<file path="src/rtl/fetch_ctrl.sv">
// fetch_ctrl: instruction fetch request/response controller.
// Issues word-aligned fetches under a credit limit of MAX_OUTSTANDING
// (credits cover requests in flight plus words waiting in the response
// FIFO). It also tracks the PC of each outstanding request, discards
// responses made stale by a redirect, and hands words to the fetch buffer.
// Optional feature: define FETCH_BYPASS_EN to forward a live response
// straight to buf_* in the same cycle. This applies only when the FIFO is
// empty and the buffer is not stalled.
module fetch_ctrl #(
  parameter logic [31:0] RESET_VECTOR    = 32'h0000_0000,
  parameter int unsigned MAX_OUTSTANDING = 2
) (
  input  logic        clock,
  input  logic        reset,
  input  logic        redirect_valid,
  input  logic [31:0] redirect_pc,
  output logic        mem_valid,
  output logic [31:0] mem_addr,
  input  logic        mem_ready,
  input  logic        mem_rvalid,
  input  logic [31:0] mem_rdata,
  input  logic        mem_rerror,
  input  logic        buf_stall,
  output logic        buf_ready,
  output logic [31:0] buf_pc,
  output logic [31:0] buf_rdata,
  output logic        buf_error,
  output logic        buf_clear
);

  localparam logic [1:0] ST_IDLE  = 2'd0;
  localparam logic [1:0] ST_RUN   = 2'd1;
  localparam logic [1:0] ST_DRAIN = 2'd2;
  localparam logic [3:0] CREDITS  = 4'(MAX_OUTSTANDING);

  logic [1:0]  state;
  logic [1:0]  state_nxt;
  logic [31:0] fpc;
  logic [2:0]  outstanding;
  logic [2:0]  outstanding_nxt;
  logic [2:0]  stale;
  logic [2:0]  stale_nxt;

  // PC of every outstanding request, oldest at pcq_rd (4 slots cover the max credit)
  logic [31:0] pcq [4];
  logic [1:0]  pcq_wr;
  logic [1:0]  pcq_rd;

  // Response FIFO storage
  logic [31:0] fifo_pc   [4];
  logic [31:0] fifo_data [4];
  logic [3:0]  fifo_err;
  logic [1:0]  fifo_wr;
  logic [1:0]  fifo_rd;
  logic [2:0]  fifo_cnt;

  logic        fifo_nempty;
  logic        accept;
  logic        rsp;
  logic        rsp_live;
  logic        bypass;
  logic        push;
  logic        pop;
  logic [31:0] rsp_pc;

  // Request credit, response classification and next-state control
  always_comb begin
    fifo_nempty = (fifo_cnt != 3'd0);
    mem_addr    = {fpc[31:2], 2'b00};
    mem_valid   = (state != ST_IDLE) &&
                  (({1'b0, outstanding} + {1'b0, fifo_cnt}) < CREDITS) &&
                  !redirect_valid;
    accept      = mem_valid && mem_ready;
    // a response with nothing outstanding is a protocol error; ignore it
    rsp         = mem_rvalid && (outstanding != 3'd0);
    rsp_live    = rsp && !redirect_valid && (stale == 3'd0);
    rsp_pc      = pcq[pcq_rd];
`ifdef FETCH_BYPASS_EN
    bypass      = rsp_live && !fifo_nempty && !buf_stall;
`else
    bypass      = 1'b0;
`endif
    push        = rsp_live && !bypass;
    pop         = fifo_nempty && !buf_stall;

    outstanding_nxt = outstanding + {2'b00, accept} - {2'b00, rsp};

    // on redirect everything still in flight after this cycle becomes stale
    if (redirect_valid) begin
      stale_nxt = outstanding_nxt;
    end else if (rsp && (stale != 3'd0)) begin
      stale_nxt = stale - 3'd1;
    end else begin
      stale_nxt = stale;
    end

    if (state == ST_IDLE) begin
      state_nxt = ST_RUN;
    end else if (stale_nxt != 3'd0) begin
      state_nxt = ST_DRAIN;
    end else begin
      state_nxt = ST_RUN;
    end
  end

  // Fetch buffer interface: bypassed response, else FIFO head, else zeros
  always_comb begin
    buf_ready = fifo_nempty;
    buf_pc    = 32'd0;
    buf_rdata = 32'd0;
    buf_error = 1'b0;
    buf_clear = (state == ST_IDLE) || redirect_valid;
    if (bypass) begin
      buf_ready = 1'b1;
      buf_pc    = rsp_pc;
      buf_rdata = mem_rdata;
      buf_error = mem_rerror;
    end else if (fifo_nempty) begin
      buf_pc    = fifo_pc[fifo_rd];
      buf_rdata = fifo_data[fifo_rd];
      buf_error = fifo_err[fifo_rd];
    end
  end

  // Control state: FSM, fetch pointer, counters and queue pointers
  always_ff @(posedge clock or negedge reset) begin
    if (!reset) begin
      state       <= ST_IDLE;
      fpc         <= RESET_VECTOR;
      outstanding <= 3'd0;
      stale       <= 3'd0;
      pcq_wr      <= 2'd0;
      pcq_rd      <= 2'd0;
      fifo_wr     <= 2'd0;
      fifo_rd     <= 2'd0;
      fifo_cnt    <= 3'd0;
    end else begin
      state       <= state_nxt;
      outstanding <= outstanding_nxt;
      stale       <= stale_nxt;
      // bit 1 of a redirect target survives so the first word reports it
      if (redirect_valid) begin
        fpc <= redirect_pc & 32'hFFFF_FFFE;
      end else if (accept) begin
        fpc <= {fpc[31:2] + 30'd1, 2'b00};
      end
      if (accept) begin
        pcq_wr <= pcq_wr + 2'd1;
      end
      if (rsp) begin
        pcq_rd <= pcq_rd + 2'd1;
      end
      if (redirect_valid) begin
        fifo_wr  <= 2'd0;
        fifo_rd  <= 2'd0;
        fifo_cnt <= 3'd0;
      end else begin
        fifo_wr  <= fifo_wr + {1'b0, push};
        fifo_rd  <= fifo_rd + {1'b0, pop};
        fifo_cnt <= fifo_cnt + {2'b00, push} - {2'b00, pop};
      end
    end
  end

  // Data storage for the PC queue and response FIFO (not reset)
  always_ff @(posedge clock) begin
    if (accept) begin
      pcq[pcq_wr] <= fpc;
    end
    if (push) begin
      fifo_pc[fifo_wr]   <= rsp_pc;
      fifo_data[fifo_wr] <= mem_rdata;
      fifo_err[fifo_wr]  <= mem_rerror;
    end
  end

endmodule
</file>
<file path="config.mk">
export PLATFORM = sky130hd
export DESIGN_NAME = fetch_ctrl
export DESIGN_NICKNAME = d
export VERILOG_FILES = /design/src/rtl/fetch_ctrl.sv
export SDC_FILE = /design/constraint.sdc
export NUM_CORES = 1
export LEC_CHECK = 0
export BUFFER_PORTS_ARGS = -buffer_cell sky130_fd_sc_hd__buf_2
export CAP_MARGIN = 15
export CORE_ASPECT_RATIO = 0.8
export CORE_MARGIN = 2
export CORE_UTILIZATION = 48
export CTS_BUF_LIST = sky130_fd_sc_hd__clkbuf_16
export CTS_CLUSTER_SIZE = 40
export DETAILED_ROUTE_END_ITERATION = 10
export GPL_TIMING_DRIVEN = 0
export HOLD_SLACK_MARGIN = 0.03
export PLACE_DENSITY = 0.63
export SYNTH_ARGS = -nofsm -noshare
export SYNTH_HDL_FRONTEND = slang
export SYNTH_SLANG_ARGS = --single-unit
export TNS_END_PERCENT = 30
</file>
<file path="constraint.sdc">
create_clock -name clock -period 8.1 [get_ports clock]
set_input_delay 0 -clock clock [delete_from_list [all_inputs] [get_ports clock]]
set_output_delay 0 -clock clock [all_outputs]
set_load 0.005 [all_outputs]
</file>
[Word level (Yosys, flattened, before mapping)]
Memory sizes are Yosys's and may differ from the RTL's.
Cells that the tools add are included.
Operators by class
  multiplexer cells: 21
  add/subtract/negate cells: 11
  reduce and logical (&&, ||, !) cells: 20
  order comparisons: 4
Operators by type and width (count)
  32-bit two-way mux: 4
  30-bit by 1-bit adder with 30-bit output, second input constant: 1
  3-bit nonzero test: 4
  1-bit logical AND: 9
  3-bit two-way mux: 3
  2-bit two-way mux: 4
  1-bit two-way mux: 7
  3-bit by 1-bit adder with 3-bit output: 2
  2-bit by 3-bit less-than comparator with 1-bit output, second input constant: 2
  3-bit by 1-bit subtractor with 3-bit output: 2
  2-bit by 1-bit adder with 2-bit output: 2
  2-bit by 1-bit adder with 2-bit output, second input constant: 2
  3-bit by 3-bit adder with 4-bit output: 1
  4-bit bitwise mux: 1
  4-bit by 2-bit less-than comparator with 1-bit output, second input constant: 1
  2-bit nonzero test: 2
  3-bit zero test: 1
  3-bit by 1-bit subtractor with 3-bit output, second input constant: 1
  1-bit binary-select mux with 2-bit select: 1
  1-bit demux with 2-bit select: 1
  2-bit by 1-bit >= comparator with 1-bit output, second input constant: 1
  1-bit zero test: 2
  2-bit zero test: 1
  1-bit logical OR: 1
Word-level totals
  register bits: 55
  output and inout port bits: 100
  memories kept: 3
  logic and storage cells: 69
  bits in writable memories: 384
Memories
  fifo_data: depth 4, width 32, read ports 1, clocked after memory_dff 0, wr ports 1, line 51  | logic [31:0] fifo_data [4];
  fifo_pc: depth 4, width 32, read ports 1, clocked after memory_dff 0, wr ports 1, line 50  | logic [31:0] fifo_pc [4];
  pcq: depth 4, width 32, read ports 1, clocked after memory_dff 0, wr ports 1, line 45  | logic [31:0] pcq [4];

[Longest topological paths before layout]
  word-level depth: 11
  mapped depth: 15
  depth with buffers taken out: 15

[Least setup slack after synthesis]
No wires, ideal clock.
  path kind: reg-to-reg
  start: register stale[0]
  end: memory fifo_data[0][0], enable pin
  arrival: 5.379 ns
  setup slack: 2.157 ns
  stages on the path, launching flop included: 6
  period minus slack after synthesis: 5.943 ns
  required time: 7.535 ns
  cells stage by stage: dfrtp_1 -> inv_1 -> ha_1 -> nand2b_1 -> or3_1 -> nor3_1
On the way
  cells in the longest elaborated chain, start to end: 4
RTL lines
  start, declared: line 41  | logic [2:0] stale;
  start signal, assigned: line 140  | stale <= stale_nxt;
  3-bit zero test: line 76  | rsp_live = rsp && !redirect_valid && (stale == 3'd0);
  1-bit logical AND: line 76
  1-bit two-way mux: line 170  | if (push) begin
  1-bit two-way mux (not written as such): line 172  | fifo_data[fifo_wr] <= mem_rdata;
  end, declared: line 51
No other way between the ends.

[Final worst setup path]
  start: register outstanding[1]
  end: register state[0]
On the way
  cells in the longest elaborated chain, start to end: 11
  elaborated cells between the ends (all ways): 15
  classes of those cells: 3 x add/sub; 1 x order compare; 4 x mux; 7 x reduce/logical
RTL lines
  start, declared: line 39  | logic [2:0] outstanding;
  start signal, assigned: line 139  | outstanding <= outstanding_nxt;
  3-bit by 3-bit adder with 4-bit output: line 71  | (({1'b0, outstanding} + {1'b0, fifo_cnt}) < CREDITS) &&
  4-bit by 2-bit less-than comparator with 1-bit output: line 71
  1-bit logical AND: line 70  | mem_valid = (state != ST_IDLE) &&
  1-bit logical AND: line 71
  1-bit logical AND: line 73  | accept = mem_valid && mem_ready;
  3-bit by 1-bit adder with 3-bit output: line 86  | outstanding_nxt = outstanding + {2'b00, accept} - {2'b00, rsp};
  3-bit by 1-bit subtractor with 3-bit output *: line 86
  via outstanding_nxt[2]: line 40  | logic [2:0] outstanding_nxt;
  3-bit two-way mux *: line 89  | if (redirect_valid) begin
  3-bit nonzero test *: line 99  | end else if (stale_nxt != 3'd0) begin
  2-bit two-way mux *: line 99
  2-bit two-way mux *: line 97  | if (state == ST_IDLE) begin
  via state_nxt[0]: line 37  | logic [1:0] state_nxt;
  end signal, assigned: line 138  | state <= state_nxt;
  end, declared: line 36  | logic [1:0] state;
The timed path passes the listed nets; every way through them passes the cells marked *.
A chain may end at the register's enable or synchronous reset.

==> run metrics <==
Tmin final=3.914 ns; unrepaired setup endpoints after global routing=false; # diodes=0; Placed Instances=1590; Die Wd=216.3 um; antenna-violating nets left=0; Rel. slew slack=0.3028; nets@finish=1321; Vias=9317; yosys warns=0; DRC errors left=0; CP Max Fanout=10; Util after Layout=0.5913; placed inst area=19030 um2; Worst-path clk slew=0.07 ns; sequential-to-total area share from yosys stat=0.7316; final instance area=21100 um2; GPL Wtd Cong=0.8255; CTS tree=built; first-pass GRT wire length=55.73 mm; clock buffer count from CTS=42; startpoint types=register; clock net sink count=430; crit end category=register; share of layout cells above drive strength 1=0.3048; clock latency on the worst-skew pair=0.56 ns; die area=37600 um2; drt pass-1 iters=5; EDFF count, synth=380; post-synth cell types=53; initial antenna violation count=0; area of the mapped netlist=17310 um2; Starting Density=0.4850; fraction of registers with async set/reset=0.1163; vias in the first global route=9371; fmax=255.5 MHz; maximum vdd ir drop=130.8 uV; skew final=0.02736 ns; pre-CTS WS=4.281 ns; Vias/cell=5.345; port bufs=165; sw power=1.764 mW; largest net degree at the start of global routing=51; flops & latches, synth=430; fin crit share=0.4832; hold crit path type=primary input to register; outcome=finished clean; Critical Path RT=8.54 ns; grt ovf=0; Area Growth Syn to Fin=21.93%; CTS Buffer Depth=3; post-route insts no fill=1743; Setup Crit Path Kind=register to register; Reg power frac=0.444; cell taking the most area after synthesis=edfxtp_1; setup violators final=0; Lkg Pwr=7.506 nW; Detailed Place HPWL=24.03 mm; synth top area cells=edfxtp_1 (66%), mux4_2 (12%), dfrtp_1 (7.2%); row count=62; Avg Cell Area, Syn=18.67 um2; P_int=4.502 mW; worst setup margin=4.186 ns; Slew @ Worst Pin=1.046 ns; max cap viols=0; Global Route Usage Sum=0.1971; Arr. time, crit path=4.35 ns; DIE HEIGHT=173.8 um; drt first-iter violations=702; Routed WL per cell=21.09 um; root buffer cell=clkbuf_16; setup TNS=0 ns; PwrDens=297.0 nW/um2; Comb pwr share=0.267; setup bufs post-CTS=0; Sw Share=0.2815; I/O pin cnt=171; post-synth top area share=0.6593; Post-Route WL=36.75 mm; Hold Violations, Final=0; Max Slew Vio Count=0; H-tree depth=2; Clk pwr share=0.289; Syn Inst Count=927; Synth Flop Type=edfxtp_1; core area=35680 um2
[what timing repair did]
item / 4_1_cts / 5_1_grt
gates resized for setup: 0 / 0
endpoints found under the hold margin: 217 / 13
hold buffers: 75 / 1
[cell families (layout without fill, tap and decap cells)]
family	count (synthesis)	after routing	synth area share
other	1	3	0.0002167
AOI/OAI and AO/OA	62	62	0.02552
buffers and inverters	100	434	0.02921
adders and majority gates	18	18	0.01431
DFF	430	430	0.7316
xor gates and xnor gates	16	16	0.008097
and+or+nand+nor	203	203	0.06622
muxes	97	97	0.1248
[flip-flops by register name, summed over array words and instances (netlist names)]
signal,flops
fifo_data,128
fifo_pc,124
pcq,124
fpc,31
fifo_err,4
fifo_cnt,3
outstanding,3
stale,3
fifo_rd,2
fifo_wr,2
pcq_rd,2
pcq_wr,2
state,2
[worst max-delay path, cell delays in order, from the launching register on]
cell       delay, ns
dfrtp_1         0.46
inv_1           0.09
fa_1            0.52
nor2b_1         0.31
nand4_2         0.21
nor2_1          0.28
inv_2           0.18
ha_1            0.32
inv_1           0.06
ha_1            0.14
inv_1           0.05
fa_1            0.38
xnor2_1         0.19
xnor2_1         0.16
o2bb2ai_1       0.16
a31o_2          0.28
[worst paths after layout]
kind,slack (ns),cells past startpoint,end,startpoint
min in group asynchronous,0.47,3,fpc[17],reset
worst max-delay path,4.19,15,state[0],outstanding[1]
worst min register to register,0.60,0,pcq[2][1],fpc[1]
max in group asynchronous,7.07,4,fifo_rd[1],reset
worst max register to register,4.19,15,state[0],outstanding[1]
worst min-delay path,0.18,6,fpc[25],mem_ready
[synthesized netlist by cell type, types with 6 or more instances]
master / n
a21oi_1: 6
a31oi_1: 7
and2_1: 68
and4_1: 7
buf_1: 12
buf_4: 33
clkbuf_1: 23
dfrtp_1: 50
edfxtp_1: 380
ha_1: 15
inv_1: 25
mux4_2: 95
nand2_1: 36
nand3_1: 19
nand4_1: 14
nor2_1: 17
nor2b_1: 7
nor3_1: 7
o211ai_1: 10
o21ai_0: 14
or3_1: 7
or4_1: 7
xnor2_1: 12
[stage by stage]
| stage | hold slack (ns) | power (mW) |
|---|---|---|
| 4_1_cts | 0.1360 | 6.341 |
| 3_3_place_gp | 0.2081 | 4.458 |
| 6_report | 0.1751 | 6.266 |
| 2_1_floorplan | -0.2956 | 3.862 |
| 3_5_place_dp | 0.2149 | 4.499 |
| 5_1_grt | 0.2112 | 6.601 |
[final cells by class]
type | instances | area, um2
plain buffers | 73 | 404.1
clock buffers | 45 | 1126
clock inverters | 30 | 148.9
fillers | 2717 | 14580
inverters | 27 | 101.3
multi-input cells | 399 | 4177
flip-flops and latches | 430 | 12660
well taps | 480 | 600.6
repair buffers | 259 | 1882
[placed cells by master (no fill, tap or decap), types with 4 or more instances in the layout]
master         netlist  routed
o21ai_0             14      14
o31ai_1              4       4
buf_1               12      12
dfrtp_1             50      50
mux4_2              95      95
nor3_1               7       6
nand2_1             36      36
dlygate4sd3_1        0      76
and3_2               0       4
xor2_1               4       4
clkbuf_1            23      23
and2_1              68      68
xnor2_1             12      12
nand3_1             19      19
inv_1               25      39
nand4_1             14      14
o211ai_1            10      10
ha_1                15      15
a21oi_1              6       6
or3_1                7       7
buf_2                5     170
edfxtp_1           380     380
clkinv_1             0       9
and4_1               7       7
buf_12               0       5
nor2b_1              7       7
clkbuf_16            0      45
buf_4               33      34
a31oi_1              7       7
buf_6                0       8
a221o_1              4       4
or4_1                7       7
clkinv_2             0       4
nor2_1              17      15
[power by group through the flow]
stage               sequential (mW)  clock, mW  combinational (mW)
floorplan                      2.79          0                1.08
global placement               2.83          0                1.63
detailed placement             2.83          0                1.67
CTS                            2.78       1.85                1.71
global route                   2.80       1.94                1.86
finish                         2.78       1.81                1.68
[layer usage]
| layer | vias up | track usage | routed length [um] |
|---|---|---|---|
| met5 | - | 0 | 0 |
| met3 | 59 | 0.03789 | 2184 |
| met2 | 263 | 0.3082 | 17290 |
| met1 | 4743 | 0.2865 | 16530 |
| li1 | 4252 | - | - |
| met4 | 0 | 0.05479 | 747 |
No activity file was read; power rests on OpenSTA's default activity.
